--- config.mk ---
export PLATFORM = sky130hd
export DESIGN_NAME = light_ctrl_selftest_flat
export DESIGN_NICKNAME = d
export VERILOG_FILES = /design/src/rtl/light_ctrl_selftest_if.sv /design/src/rtl/light_ctrl_selftest.sv /design/src/flat_wrapper.sv
export SDC_FILE = /design/constraint.sdc
export NUM_CORES = 1
export LEC_CHECK = 0
export CAP_MARGIN = 15
export CORE_MARGIN = 2
export CORE_UTILIZATION = 40
export DETAILED_ROUTE_END_ITERATION = 6
export PLACE_DENSITY = 0.65
export SLEW_MARGIN = 20
export SYNTH_ARGS = -nofsm -noshare
export SYNTH_HDL_FRONTEND = slang
export SYNTH_SLANG_ARGS = --single-unit
export TNS_END_PERCENT = 100
--- constraint.sdc ---
create_clock -name clk -period 4.45 [get_ports clk]
set_clock_uncertainty 0.15 [all_clocks]
set_input_delay 0.445 -clock clk [delete_from_list [all_inputs] [get_ports clk]]
set_output_delay 0.445 -clock clk [all_outputs]
set_load 0.02 [all_outputs]
--- src/rtl/light_ctrl_selftest_if.sv ---
// Handshake and switch/light signals between the self-test engine and its driver side.
interface light_ctrl_selftest_if;
  logic       start;
  logic       f;
  logic       x1;
  logic       x2;
  logic       busy;
  logic       done;
  logic       pass;
  logic [3:0] fail_vec;

  // Board side: requests passes, supplies f, observes results
  modport master (
    output start, f,
    input  x1, x2, busy, done, pass, fail_vec
  );

  // Self-test engine side
  modport slave (
    input  start, f,
    output x1, x2, busy, done, pass, fail_vec
  );
endinterface

--- src/rtl/light_ctrl_selftest.sv ---
// Self-test engine for the two-switch light circuit: walks {x1,x2} through
// 00,01,10,11, samples f after a settle window, reports fail_vec and pass.
module light_ctrl_selftest #(
  parameter int unsigned SETTLE_CYCLES = 4,
  parameter int unsigned CNT_W         = 8,
  parameter logic [3:0]  EXP_TT        = 4'b0110
) (
  input logic                  clk,
  input logic                  rst,
  light_ctrl_selftest_if.slave bus
);

  // A zero settle time still needs one clock for f to propagate
  localparam int unsigned    SETTLE   = (SETTLE_CYCLES == 0) ? 1 : SETTLE_CYCLES;
  localparam logic [CNT_W-1:0] CNT_LAST = CNT_W'(SETTLE - 1);

  typedef enum logic [1:0] {
    IDLE = 2'd0,
    RUN  = 2'd1,
    DONE = 2'd2
  } state_t;

  state_t           state, state_nxt;
  logic [CNT_W-1:0] cnt, cnt_nxt;
  logic [1:0]       idx, idx_nxt;
  logic             busy_q, busy_nxt;
  logic             done_q, done_nxt;
  logic             pass_q, pass_nxt;
  logic [3:0]       fail_q, fail_nxt;
  logic             miss;

  // f disagrees with the expected truth table for the vector being driven
  assign miss = bus.f ^ EXP_TT[idx];

  // State register
  always_ff @(posedge clk or posedge rst) begin
    if (rst) state <= IDLE;
    else     state <= state_nxt;
  end

  // Next-state and datapath/output next values
  always_comb begin
    state_nxt = state;
    cnt_nxt   = cnt;
    idx_nxt   = idx;
    busy_nxt  = busy_q;
    done_nxt  = 1'b0;
    pass_nxt  = pass_q;
    fail_nxt  = fail_q;

    case (state)
      IDLE: begin
        if (bus.start) begin
          state_nxt = RUN;
          busy_nxt  = 1'b1;
          idx_nxt   = 2'd0;
          cnt_nxt   = '0;
          fail_nxt  = 4'b0000;
          pass_nxt  = 1'b0;
        end
      end

      RUN: begin
        if (cnt == CNT_LAST) begin
          cnt_nxt       = '0;
          fail_nxt[idx] = fail_q[idx] | miss;
          if (idx == 2'd3) begin
            state_nxt = DONE;
            busy_nxt  = 1'b0;
            done_nxt  = 1'b1;
            idx_nxt   = 2'd0;
            pass_nxt  = ~|fail_nxt;
          end else begin
            idx_nxt = idx + 2'd1;
          end
        end else begin
          cnt_nxt = cnt + CNT_W'(1);
        end
      end

      DONE: begin
        state_nxt = IDLE;
      end

      default: begin
        state_nxt = IDLE;
        busy_nxt  = 1'b0;
        idx_nxt   = 2'd0;
        cnt_nxt   = '0;
      end
    endcase
  end

  // Datapath and output registers
  always_ff @(posedge clk or posedge rst) begin
    if (rst) begin
      cnt    <= '0;
      idx    <= 2'd0;
      busy_q <= 1'b0;
      done_q <= 1'b0;
      pass_q <= 1'b0;
      fail_q <= 4'b0000;
    end else begin
      cnt    <= cnt_nxt;
      idx    <= idx_nxt;
      busy_q <= busy_nxt;
      done_q <= done_nxt;
      pass_q <= pass_nxt;
      fail_q <= fail_nxt;
    end
  end

  // The vector index register is the switch drive ({x1,x2}, x1 is MSB)
  assign bus.x1       = idx[1];
  assign bus.x2       = idx[0];
  assign bus.busy     = busy_q;
  assign bus.done     = done_q;
  assign bus.pass     = pass_q;
  assign bus.fail_vec = fail_q;

endmodule

--- src/flat_wrapper.sv ---
// flat-port wrapper written by rule: the top's interface ports become plain ports
module light_ctrl_selftest_flat 
#(
  parameter int unsigned SETTLE_CYCLES = 4,
  parameter int unsigned CNT_W         = 8,
  parameter logic [3:0]  EXP_TT        = 4'b0110
)
  (clk, rst, bus_start, bus_f, bus_x1, bus_x2, bus_busy, bus_done, bus_pass, bus_fail_vec);
  light_ctrl_selftest_if bus_i ();
  input logic clk;
  input logic rst;
  input wire logic [$bits(bus_i.start)-1:0] bus_start;
  input wire logic [$bits(bus_i.f)-1:0] bus_f;
  output wire logic [$bits(bus_i.x1)-1:0] bus_x1;
  output wire logic [$bits(bus_i.x2)-1:0] bus_x2;
  output wire logic [$bits(bus_i.busy)-1:0] bus_busy;
  output wire logic [$bits(bus_i.done)-1:0] bus_done;
  output wire logic [$bits(bus_i.pass)-1:0] bus_pass;
  output wire logic [$bits(bus_i.fail_vec)-1:0] bus_fail_vec;
  assign bus_i.start = bus_start;
  assign bus_i.f = bus_f;
  assign bus_x1 = bus_i.x1;
  assign bus_x2 = bus_i.x2;
  assign bus_busy = bus_i.busy;
  assign bus_done = bus_i.done;
  assign bus_pass = bus_i.pass;
  assign bus_fail_vec = bus_i.fail_vec;
  light_ctrl_selftest #(.SETTLE_CYCLES(SETTLE_CYCLES), .CNT_W(CNT_W), .EXP_TT(EXP_TT)) u_core (.clk(clk), .rst(rst), .bus(bus_i));
endmodule
==> results of run 1 <==
## placed cells by master (no fill, tap or decap), types with 2 or more instances in the layout
cell / count
clkdlybuf4s50_1: 12
ha_1: 5
o21ai_0: 7
and2_2: 2
nand2_1: 4
inv_1: 7
xor2_1: 6
mux2i_1: 5
a22o_1: 5
and3_1: 2
nand2b_1: 2
nor2b_1: 2
a21oi_1: 2
o2111ai_1: 3
clkbuf_4: 3
nor2_1: 9
dfrtp_1: 19
## registers in the layout (all words and copies together) (netlist names)
name,count
u_core.bus.busy,1
u_core.bus.done,1
u_core.cnt,8
u_core.bus.fail_vec,4
u_core.bus.pass,1
u_core.state,2
u_core.idx,2
## metrics by stage
| step | instance area [um^2] | hold slack (ns) | std cells | util (%) |
|---|---|---|---|---|
| floorplan | 1050 | 0.246 | 97 | - |
| global placement | 1180 | 0.311 | 136 | 47.8 |
| detailed placement | 1180 | 0.308 | 136 | 47.8 |
| CTS | 1210 | 0.314 | 140 | 48.9 |
| global route | 1210 | 0.364 | 140 | 48.9 |
| finish | 1210 | 0.324 | 140 | 48.9 |
## worst min path at each step
stage,start,endpoint,slack [ns]
3_5_place_dp,u_core.state[1]$_DFFE_PP0P_,u_core.bus.busy$_DFFE_PP0P_,0.31
4_1_cts,u_core.state[1]$_DFFE_PP0P_,u_core.bus.busy$_DFFE_PP0P_,0.31
5_1_grt,u_core.state[1]$_DFFE_PP0P_,u_core.bus.busy$_DFFE_PP0P_,0.36
3_3_place_gp,u_core.state[1]$_DFFE_PP0P_,u_core.bus.busy$_DFFE_PP0P_,0.31
2_1_floorplan,rst,u_core.bus.busy$_DFFE_PP0P_,0.25
6_report,u_core.state[1]$_DFFE_PP0P_,u_core.bus.busy$_DFFE_PP0P_,0.32
## per-layer routing
layer  vias up  GRT usage (%)  share of wire (%)
li1        369              -                  -
met1       333           20.0                 50
met2        14           20.4                 44
met3         4           4.84                4.0
met4         0           8.54                1.5
met5         -              0                  0
## power groups by stage
stage | Sequential [mW] | Clock (mW) | Combinational [mW]
detailed placement | 0.177 | 0 | 0.0106
global placement | 0.177 | 0 | 0.0105
global route | 0.174 | 0.0990 | 0.0117
finish | 0.173 | 0.0889 | 0.0102
CTS | 0.173 | 0.0928 | 0.0106
floorplan | 0.177 | 0 | 0.00511
## kinds of logic after synthesis
| family | after synthesis |
|---|---|
| mux | 6 |
| xor+xnor | 6 |
| flops | 19 |
| simple gates | 29 |
| buf+inv | 10 |
| fa+ha+maj | 5 |
| compound gates | 22 |
## area by class of cell
class	instances	area share [%]
well taps	30	3.10
clock inverters	1	0.413
inverters	7	2.17
flip-flops and latches	19	39.2
multi-input cells	68	43.3
repair buffers	12	9.91
clock buffers	3	1.86
==> impl_metrics.csv, run 1 <==
group,metric,value,unit
timing,relSlewSlack,52.3,%
cts,htreeDepth,1,
pwr,p_seq_share,63.6,%
timing,max_freq,492,MHz
yosys,yosysSeqAreaShare,45.5,%
timing,setup_tns,0,ns
place,dp_hpwl,1.41,mm
finish,multiInputGateArea,526,um^2
global_route,first_global_vias,663,
min_path,hold_path_depth,1,
setup_path,r2r-start,"u_core.cnt[0]$_DFFE_PP0P_",
pwr,leakage,0.522,nW
die,rows,18,
yosys,yosysMostFrequentCell,"dfrtp_1",
cts,path_clk_slew,0.11,ns
die,die_area,3040,um^2
timing,setup_violations,0,
setup_path,crit_start,"u_core.idx[1]$_DFFE_PP0P_",
pwr,power,0.272,mW
setup_path,crit_chain,"clkdlybuf4s50_1",
yosys,avgSynthCellArea,10.8,um^2
pwr,switching_share,22.7,%
setup_path,worst_setup_path_start_kind,"flip-flop",
finish,drive_gt1_share,10.0,%
status,status,"finished clean",
detailed_routing,wl,1.90,mm
die,coreArea,2480,um^2
yosys,synth_compound_area_share,14.8,%
yosys,yosysTopAreaCell,"dfrtp_1",
cts,ctsRootBufferMaster,"clkbuf_4",
setup_path,r2r_slack,2.50,ns
setup_path,crit_path_top_delay_cell,"clkdlybuf4s50_1",
cts,cts_buffers,3,
cts,clk_latency,0.30,ns
die,ios,13,
timing,min_period,2.03,ns
finish,fillers,229,
yosys,synth_top_family_by_area,"simple AND/OR/NAND/NOR gates",
yosys,netlist_area,1050,um^2
place,place_congestion,0.759,
yosys,synthMuxAreaShare,6.94,%
detailed_routing,drtPass1Iterations,5,
pwr,power.density,225,nW/um^2
finish,n_antenna_cell,0,
min_path,min_path_type,"reg2reg",
die,die_h,55.1,um
cts,cts_setup_buffers,0,
timing,finalWorstSetupSlack,2.42,ns
cts,clkSinkCount,19,
cts,cts_repair_resize_count,0,
pwr,ir_worst_vdd,0.134,mV
yosys,synth_top_area_share,45.5,%
pwr,clockPowerShare,32.6,%
cts,hold_buffers,0,
yosys,yosys.area_share.adder,5.98,%
finish,area_growth,15.9,%
global_route,antenna_found_initial,0,
pwr,p_switching,0.0617,mW
yosys,syn-num-nets,106,
global_route,grt_max_degree,20,
global_route,grt_overflow,0,
setup_path,path_depth,1,
yosys,ys_seq_elements,19,
setup_path,crit_path_max_incr_delay,0.65,ns
yosys,synth_edf_count,0,
setup_path,path_class,"reg2out",
global_route,grt_util_all_layers,14.8,%
die,die_w,55.1,um
finish,num-nets-final,120,
setup_path,critPathCapture,"bus_x1",
cts,cts_tree,"built",
timing,hold_violations,0,
timing,period_share,45.7,%
finish,regArea,475,um^2
detailed_routing,final_antenna_net_count,0,
setup_path,critPathTopFamily,"buffers and inverters",
flow_run,maxCapViolCount,0,
yosys,ys_async_sr_fraction,100,%
yosys,yosys.cell_types.count,31,
setup_path,cp_max_fo,5,
yosys,synthTopCellsByArea,"dfrtp_1 45%, ha_1 6.0%, xor2_1 5.0%",
detailed_routing,drc,0,
yosys,synthCells,97,
detailed_routing,viasPerCell,5.14,
yosys,synthSimpleGateAreaFrac,17.5,%
pwr,p_comb_share,3.7,%
timing,slew_viol_final,0,
detailed_routing,vias,720,
timing,rsz0062_at_grt,"no",
detailed_routing,drtIter0Drc,18,
setup_path,required,3.86,ns
yosys,yosys-top-cells-count,"19 x dfrtp_1, 9 x nor2_1, 7 x inv_1, 7 x o21ai_0, 6 x xor2_1",
setup_path,rr_endpoint,"u_core.bus.fail_vec[3]$_DFFE_PP0P_",
yosys,ys.flop_type,"dfrtp_1",
setup_path,cp.arrival,1.44,ns
global_route,grt_pass1_wl,3.11,mm
yosys,yosysWarningCount,0,
place,post-place-ws,2.16,ns
pwr,p_int,0.211,mW
timing,tightest_slew,0.715,ns
die,start_util,42.2,%
setup_path,endpoint_kind,"output pin",
detailed_routing,wire_per_inst,13.6,um
setup_path,r2r.worst_path.cells,5,
yosys,synth-xor-area-share,5.02,%
cts,cts_buffer_depth,2,
setup_path,critPathBufInv,1,
place,numPortBuffers,12,
(Power assumes the default switching activity.)
==> run 2, diff against run 1 <==
==> constraint.sdc (replaced) <==
create_clock -name clk -period 2 [get_ports clk]
set_clock_uncertainty 0.15 [all_clocks]
set_input_delay 0.2 -clock clk [delete_from_list [all_inputs] [get_ports clk]]
set_output_delay 0.2 -clock clk [all_outputs]
set_load 0.02 [all_outputs]
==> run 2 against run 1 <==
  * Global-route usage rose by 0.25 points
  * Count of clock-buffer cells in the layout rose by 1
  * Worst setup slack lost 2.2 ns
  * Power rose by 120%
  * Die area unchanged
  * Combinational power grew to 2.5 times the previous value
  * Critical endpoint is now u_core.bus.fail_vec[3]$_DFFE_PP0P_
==> impl_metrics.csv, run 2 (synthesis results as in run 1) <==
group,metric,value,unit
status,status,"finished clean",
detailed_routing,drtPass1Iterations,5,
pwr,p_seq_share,63.5,%
finish,final_cell_mix,"19 x dfrtp_1, 12 x clkdlybuf4s50_1, 9 x nor2_1",
die,start_util,42.2,%
min_path,min_path_type,"in2async",
setup_path,worst_setup_path_start_kind,"flip-flop",
pwr,clockPowerShare,32.2,%
cts,clk_latency,0.29,ns
cts,ctsRootBufferMaster,"clkbuf_4",
place,numPortBuffers,12,
global_route,first_global_vias,680,
finish,area_growth,19.5,%
detailed_routing,drc,0,
cts,cts_tree,"built",
setup_path,cp_max_fo,5,
detailed_routing,wl,1.95,mm
timing,max_freq,550,MHz
global_route,grt_pass1_wl,3.15,mm
detailed_routing,wire_per_inst,13.5,um
place,dp_hpwl,1.50,mm
timing,setup_tns,0,ns
finish,num-nets-final,125,
cts,clkSinkCount,19,
die,die_h,55.1,um
die,coreArea,2480,um^2
pwr,p_switching,0.133,mW
cts,htreeDepth,1,
timing,tightest_slew,0.390,ns
timing,setup_violations,0,
setup_path,required,2.04,ns
die,die_area,3040,um^2
cts,cts_buffer_depth,2,
finish,final_common_cell,"dfrtp_1",
detailed_routing,drtIter0Drc,21,
setup_path,crit_start,"u_core.idx[1]$_DFFE_PP0P_",
detailed_routing,final_antenna_net_count,0,
setup_path,endpoint_kind,"flip-flop",
timing,timing.hold.ws,0.0567,ns
pwr,power.density,486,nW/um^2
timing,min_period,1.82,ns
cts,cts_repair_resize_count,0,
setup_path,path_class,"reg2reg",
detailed_routing,viasPerCell,5.18,
detailed_routing,vias,751,
timing,relSlewSlack,73.9,%
global_route,grt_overflow,0,
pwr,ir_worst_vdd,0.398,mV
pwr,switching_share,21.9,%
die,ios,13,
global_route,grt_util_all_layers,15.0,%
pwr,power,0.607,mW
finish,top_register,"u_core.cnt",
cts,hold_buffers,0,
finish,fin_area,1250,um^2
die,rows,18,
die,die_w,55.1,um
cts,cts_setup_buffers,0,
place,place_congestion,0.775,
timing,period_share,90.9,%
finish,drive_gt1_share,13.9,%
place,placedInstanceArea,1220,um^2
cts,path_clk_slew,0.11,ns
global_route,grt_max_degree,20,
pwr,p_int,0.474,mW
setup_path,cp.arrival,1.86,ns
pwr,leakage,0.542,nW
timing,rsz0062_at_grt,"no",
pwr,p_comb_share,4.3,%
cts,cts_buffers,3,
finish,utilization,50.5,%
finish,largest_reg_flops,8,
timing,slew_viol_final,0,
global_route,antenna_found_initial,0,
flow_run,maxCapViolCount,0,
setup_path,r2r-start,"u_core.idx[1]$_DFFE_PP0P_",
timing,hold_violations,0,
finish,n_antenna_cell,0,
finish,fillers,237,
-- run 2: changes by cell type in the layout (fill, tap and decap cells not counted), sizes merged --
cell | previous run | this run
clkinv | 1 | 0
clkbuf | 3 | 4
buf | 0 | 5
-- run 2: power groups by stage --
stage               clock network, mW  logic, mW  registers [mW]
floorplan                           0     0.0114           0.394
global placement                    0     0.0264           0.393
detailed placement                  0     0.0269           0.393
CTS                             0.203     0.0270           0.386
global route                    0.219     0.0292           0.386
finish                          0.196     0.0260           0.386
-- run 2: metrics by stage --
step,setup slack [ns],cells
final,0.182,145
after CTS,0.127,145
after global routing,0.0731,145
after global placement,0.146,141
after floorplan,0.160,97
after detailed placement,0.103,141
-- run 2: final timing paths --
| path | endpoint | slack, ns | cells after the start |
|---|---|---|---|
| max in group asynchronous | u_core.bus.fail_vec[3]$_DFFE_PP0P_ | 1.44 | 3 |
| min in group clk | u_core.bus.busy$_DFFE_PP0P_ | 0.31 | 1 |
| setup reg to reg | u_core.bus.fail_vec[3]$_DFFE_PP0P_ | 0.18 | 6 |
| hold reg to reg | u_core.bus.busy$_DFFE_PP0P_ | 0.31 | 1 |
| hold / removal | u_core.cnt[0]$_DFFE_PP0P_ | 0.06 | 3 |
| setup / recovery | u_core.bus.fail_vec[3]$_DFFE_PP0P_ | 0.18 | 6 |
-- run 2: cell type report --
cell class	instances	area [um^2]	share of cell area, %
tap	30	37.5	3.00
timing repair buffer	17	158	12.6
inverter	7	26.3	2.10
multi-input combinational	68	527	42.1
sequential	19	475	38.0
clock buffer	4	26.3	2.10
-- run 2: worst max-delay path, stage by stage (launching register included) --
cell	delay, ns
dfrtp_1	0.45
inv_1	0.11
ha_1	0.31
xor2_1	0.18
nor2_1	0.20
nor2b_4	0.08
a22o_1	0.23
-- run 2: per-layer routing --
layer / part of all wire (%) / vias to the layer above / track usage, %
met3: 3.9 / 2 / 4.84
met4: 0.67 / 0 / 5.28
met2: 45 / 14 / 22.4
li1: - / 379 / -
met1: 50 / 356 / 20.5
met5: 0 / - / 0
==> run 3, diff against run 2 <==
--- a/config.mk
+++ b/config.mk
@@ -6,6 +6,7 @@
 export NUM_CORES = 1
 export LEC_CHECK = 0
 export CAP_MARGIN = 15
+export CORE_ASPECT_RATIO = 0.7
 export CORE_MARGIN = 2
 export CORE_UTILIZATION = 40
 export DETAILED_ROUTE_END_ITERATION = 6
==> run 3 against run 2 <==
  * Clock power up 34%
  * First-iteration DRC count up 120%
  * Sequential power about the same
  * Sequential cell count unchanged
  * Power up 11%
  * Cell area up 2.5%
  * Utilization up 1.3 points
  * Register-to-register slack better by 0.02 ns
  * Via count up 3.2%
  * Critical endpoint is now u_core.bus.fail_vec[0]$_DFFE_PP0P_
  * Largest cell class unchanged
==> impl_metrics.csv, run 3 (synthesis results as in run 1) <==
group,metric,value,unit
status,status,"finished clean",
timing,max_freq,558,MHz
timing,min_period,1.79,ns
die,rows,15,
timing,setup_violations,0,
die,coreArea,2480,um^2
timing,period_share,89.7,%
setup_path,path_class,"reg2reg",
place,place_congestion,0.762,
finish,fin_area,1280,um^2
place,placedInstanceArea,1230,um^2
detailed_routing,viasPerCell,5.17,
global_route,grt_pass1_wl,3.35,mm
setup_path,crit_chain,"inv_1 -> ha_1 -> xor2_1 -> nor2_1 -> nor2b_4 -> a22o_1",
finish,area_growth,22.5,%
cts,cts_buffers,3,
global_route,grt_util_all_layers,15.5,%
finish,num-nets-final,126,
die,die_h,46.8,um
finish,n_antenna_cell,0,
global_route,grt_max_degree,20,
pwr,switching_share,20.2,%
detailed_routing,wl,2.00,mm
flow_run,maxCapViolCount,0,
finish,top_register,"u_core.cnt",
timing,timing.hold.ws,0.110,ns
finish,final_common_cell,"dfrtp_1",
pwr,power,0.675,mW
timing,tightest_slew,0.297,ns
detailed_routing,vias,775,
detailed_routing,wire_per_inst,13.3,um
pwr,clockPowerShare,39.0,%
cts,ctsRootBufferMaster,"clkbuf_8",
pwr,p_switching,0.136,mW
global_route,first_global_vias,690,
cts,htreeDepth,1,
cts,clkSinkCount,19,
setup_path,worst_setup_path_start_kind,"flip-flop",
detailed_routing,drtPass1Iterations,4,
setup_path,r2r-start,"u_core.idx[1]$_DFFE_PP0P_",
pwr,p_seq_share,57.2,%
finish,fillers,224,
setup_path,cp.arrival,1.79,ns
pwr,leakage,0.555,nW
die,start_util,42.2,%
pwr,p_comb_share,3.8,%
finish,drive_gt1_share,14.7,%
pwr,power.density,527,nW/um^2
setup_path,cp_max_fo,5,
pwr,p_int,0.538,mW
die,die_area,3050,um^2
die,ios,13,
global_route,grt_overflow,0,
pwr,ir_worst_vdd,0.438,mV
global_route,antenna_found_initial,0,
timing,slew_viol_final,0,
place,dp_hpwl,1.54,mm
finish,final_cell_mix,"19 x dfrtp_1, 12 x clkdlybuf4s50_1, 9 x nor2_1",
setup_path,crit_path_max_incr_delay,0.44,ns
timing,setup_tns,0,ns
setup_path,critPathBufInv,1,
die,die_w,65.1,um
finish,utilization,51.7,%
setup_path,crit_start,"u_core.idx[1]$_DFFE_PP0P_",
min_path,min_path_type,"in2async",
detailed_routing,final_antenna_net_count,0,
setup_path,critPathTopFamily,"flip-flops",
cts,path_clk_slew,0.07,ns
timing,rsz0062_at_grt,"no",
cts,cts_buffer_depth,2,
detailed_routing,drtIter0Drc,47,
detailed_routing,drc,0,
cts,clk_latency,0.26,ns
cts,cts_tree,"built",
finish,largest_reg_flops,8,
setup_path,endpoint_kind,"flip-flop",
place,numPortBuffers,12,
timing,relSlewSlack,80.2,%
setup_path,crit_path_top_delay_cell,"dfrtp_1",
setup_path,required,2.00,ns
timing,hold_violations,0,
[run 3: changes by cell type in the layout (fill, tap and decap cells not counted), sizes merged]
cell,change
buf,+1
[run 3: what timing repair did]
item / 4_1_cts / 5_1_grt
endpoints found under the hold margin: 0 / 0
buffers inserted: 0 / 0
endpoints found under the setup margin: 0 / 4
hold buffers: 0 / 0
resized for setup: 0 / 1
[run 3: power by group through the flow]
| stage | Combinational [mW] | Sequential [mW] | Clock [mW] |
|---|---|---|---|
| after floorplan | 0.0114 | 0.394 | 0 |
| after global routing | 0.0286 | 0.386 | 0.289 |
| after global placement | 0.0266 | 0.393 | 0 |
| after detailed placement | 0.0266 | 0.393 | 0 |
| final | 0.0257 | 0.386 | 0.263 |
| after CTS | 0.0267 | 0.386 | 0.276 |
[run 3: cell type report]
class,instances,area (um^2),area share [%]
multi-input combinational,68,527,41.1
sequential,19,475,37.1
timing repair buffer,18,165,12.9
clock buffer,4,45.0,3.52
tap,34,42.5,3.32
inverter,7,26.3,2.05
[run 3: stage by stage]
step	setup slack, ns	instances
2_1_floorplan	0.160	97
3_3_place_gp	0.129	146
3_5_place_dp	0.131	146
4_1_cts	0.107	150
5_1_grt	0.0845	150
6_report	0.206	150
[run 3: per-layer routing]
metal  up-vias  wire length [um]  track usage [%]
met5         -                 0                0
met4         0                46             7.50
met3         5               132             5.28
met2        25               821             23.3
met1       365               999             20.8
li1        380                 -                -
[run 3: tightest hold or removal path, delay by kind of cell]
kind	cells	cell delay (ns)
buffers and inverters	3	0.69
[run 3: final timing paths]
| path | end | slack [ns] | cells after the start |
|---|---|---|---|
| setup / recovery | u_core.bus.fail_vec[0]$_DFFE_PP0P_ | 0.21 | 6 |
| hold / removal | u_core.bus.pass$_DFFE_PP0P_ | 0.11 | 3 |
| setup reg to reg | u_core.bus.fail_vec[0]$_DFFE_PP0P_ | 0.21 | 6 |
| hold reg to reg | u_core.bus.busy$_DFFE_PP0P_ | 0.32 | 1 |
| max in group asynchronous | u_core.idx[1]$_DFFE_PP0P_ | 1.39 | 3 |
| min in group clk | u_core.bus.busy$_DFFE_PP0P_ | 0.32 | 1 |
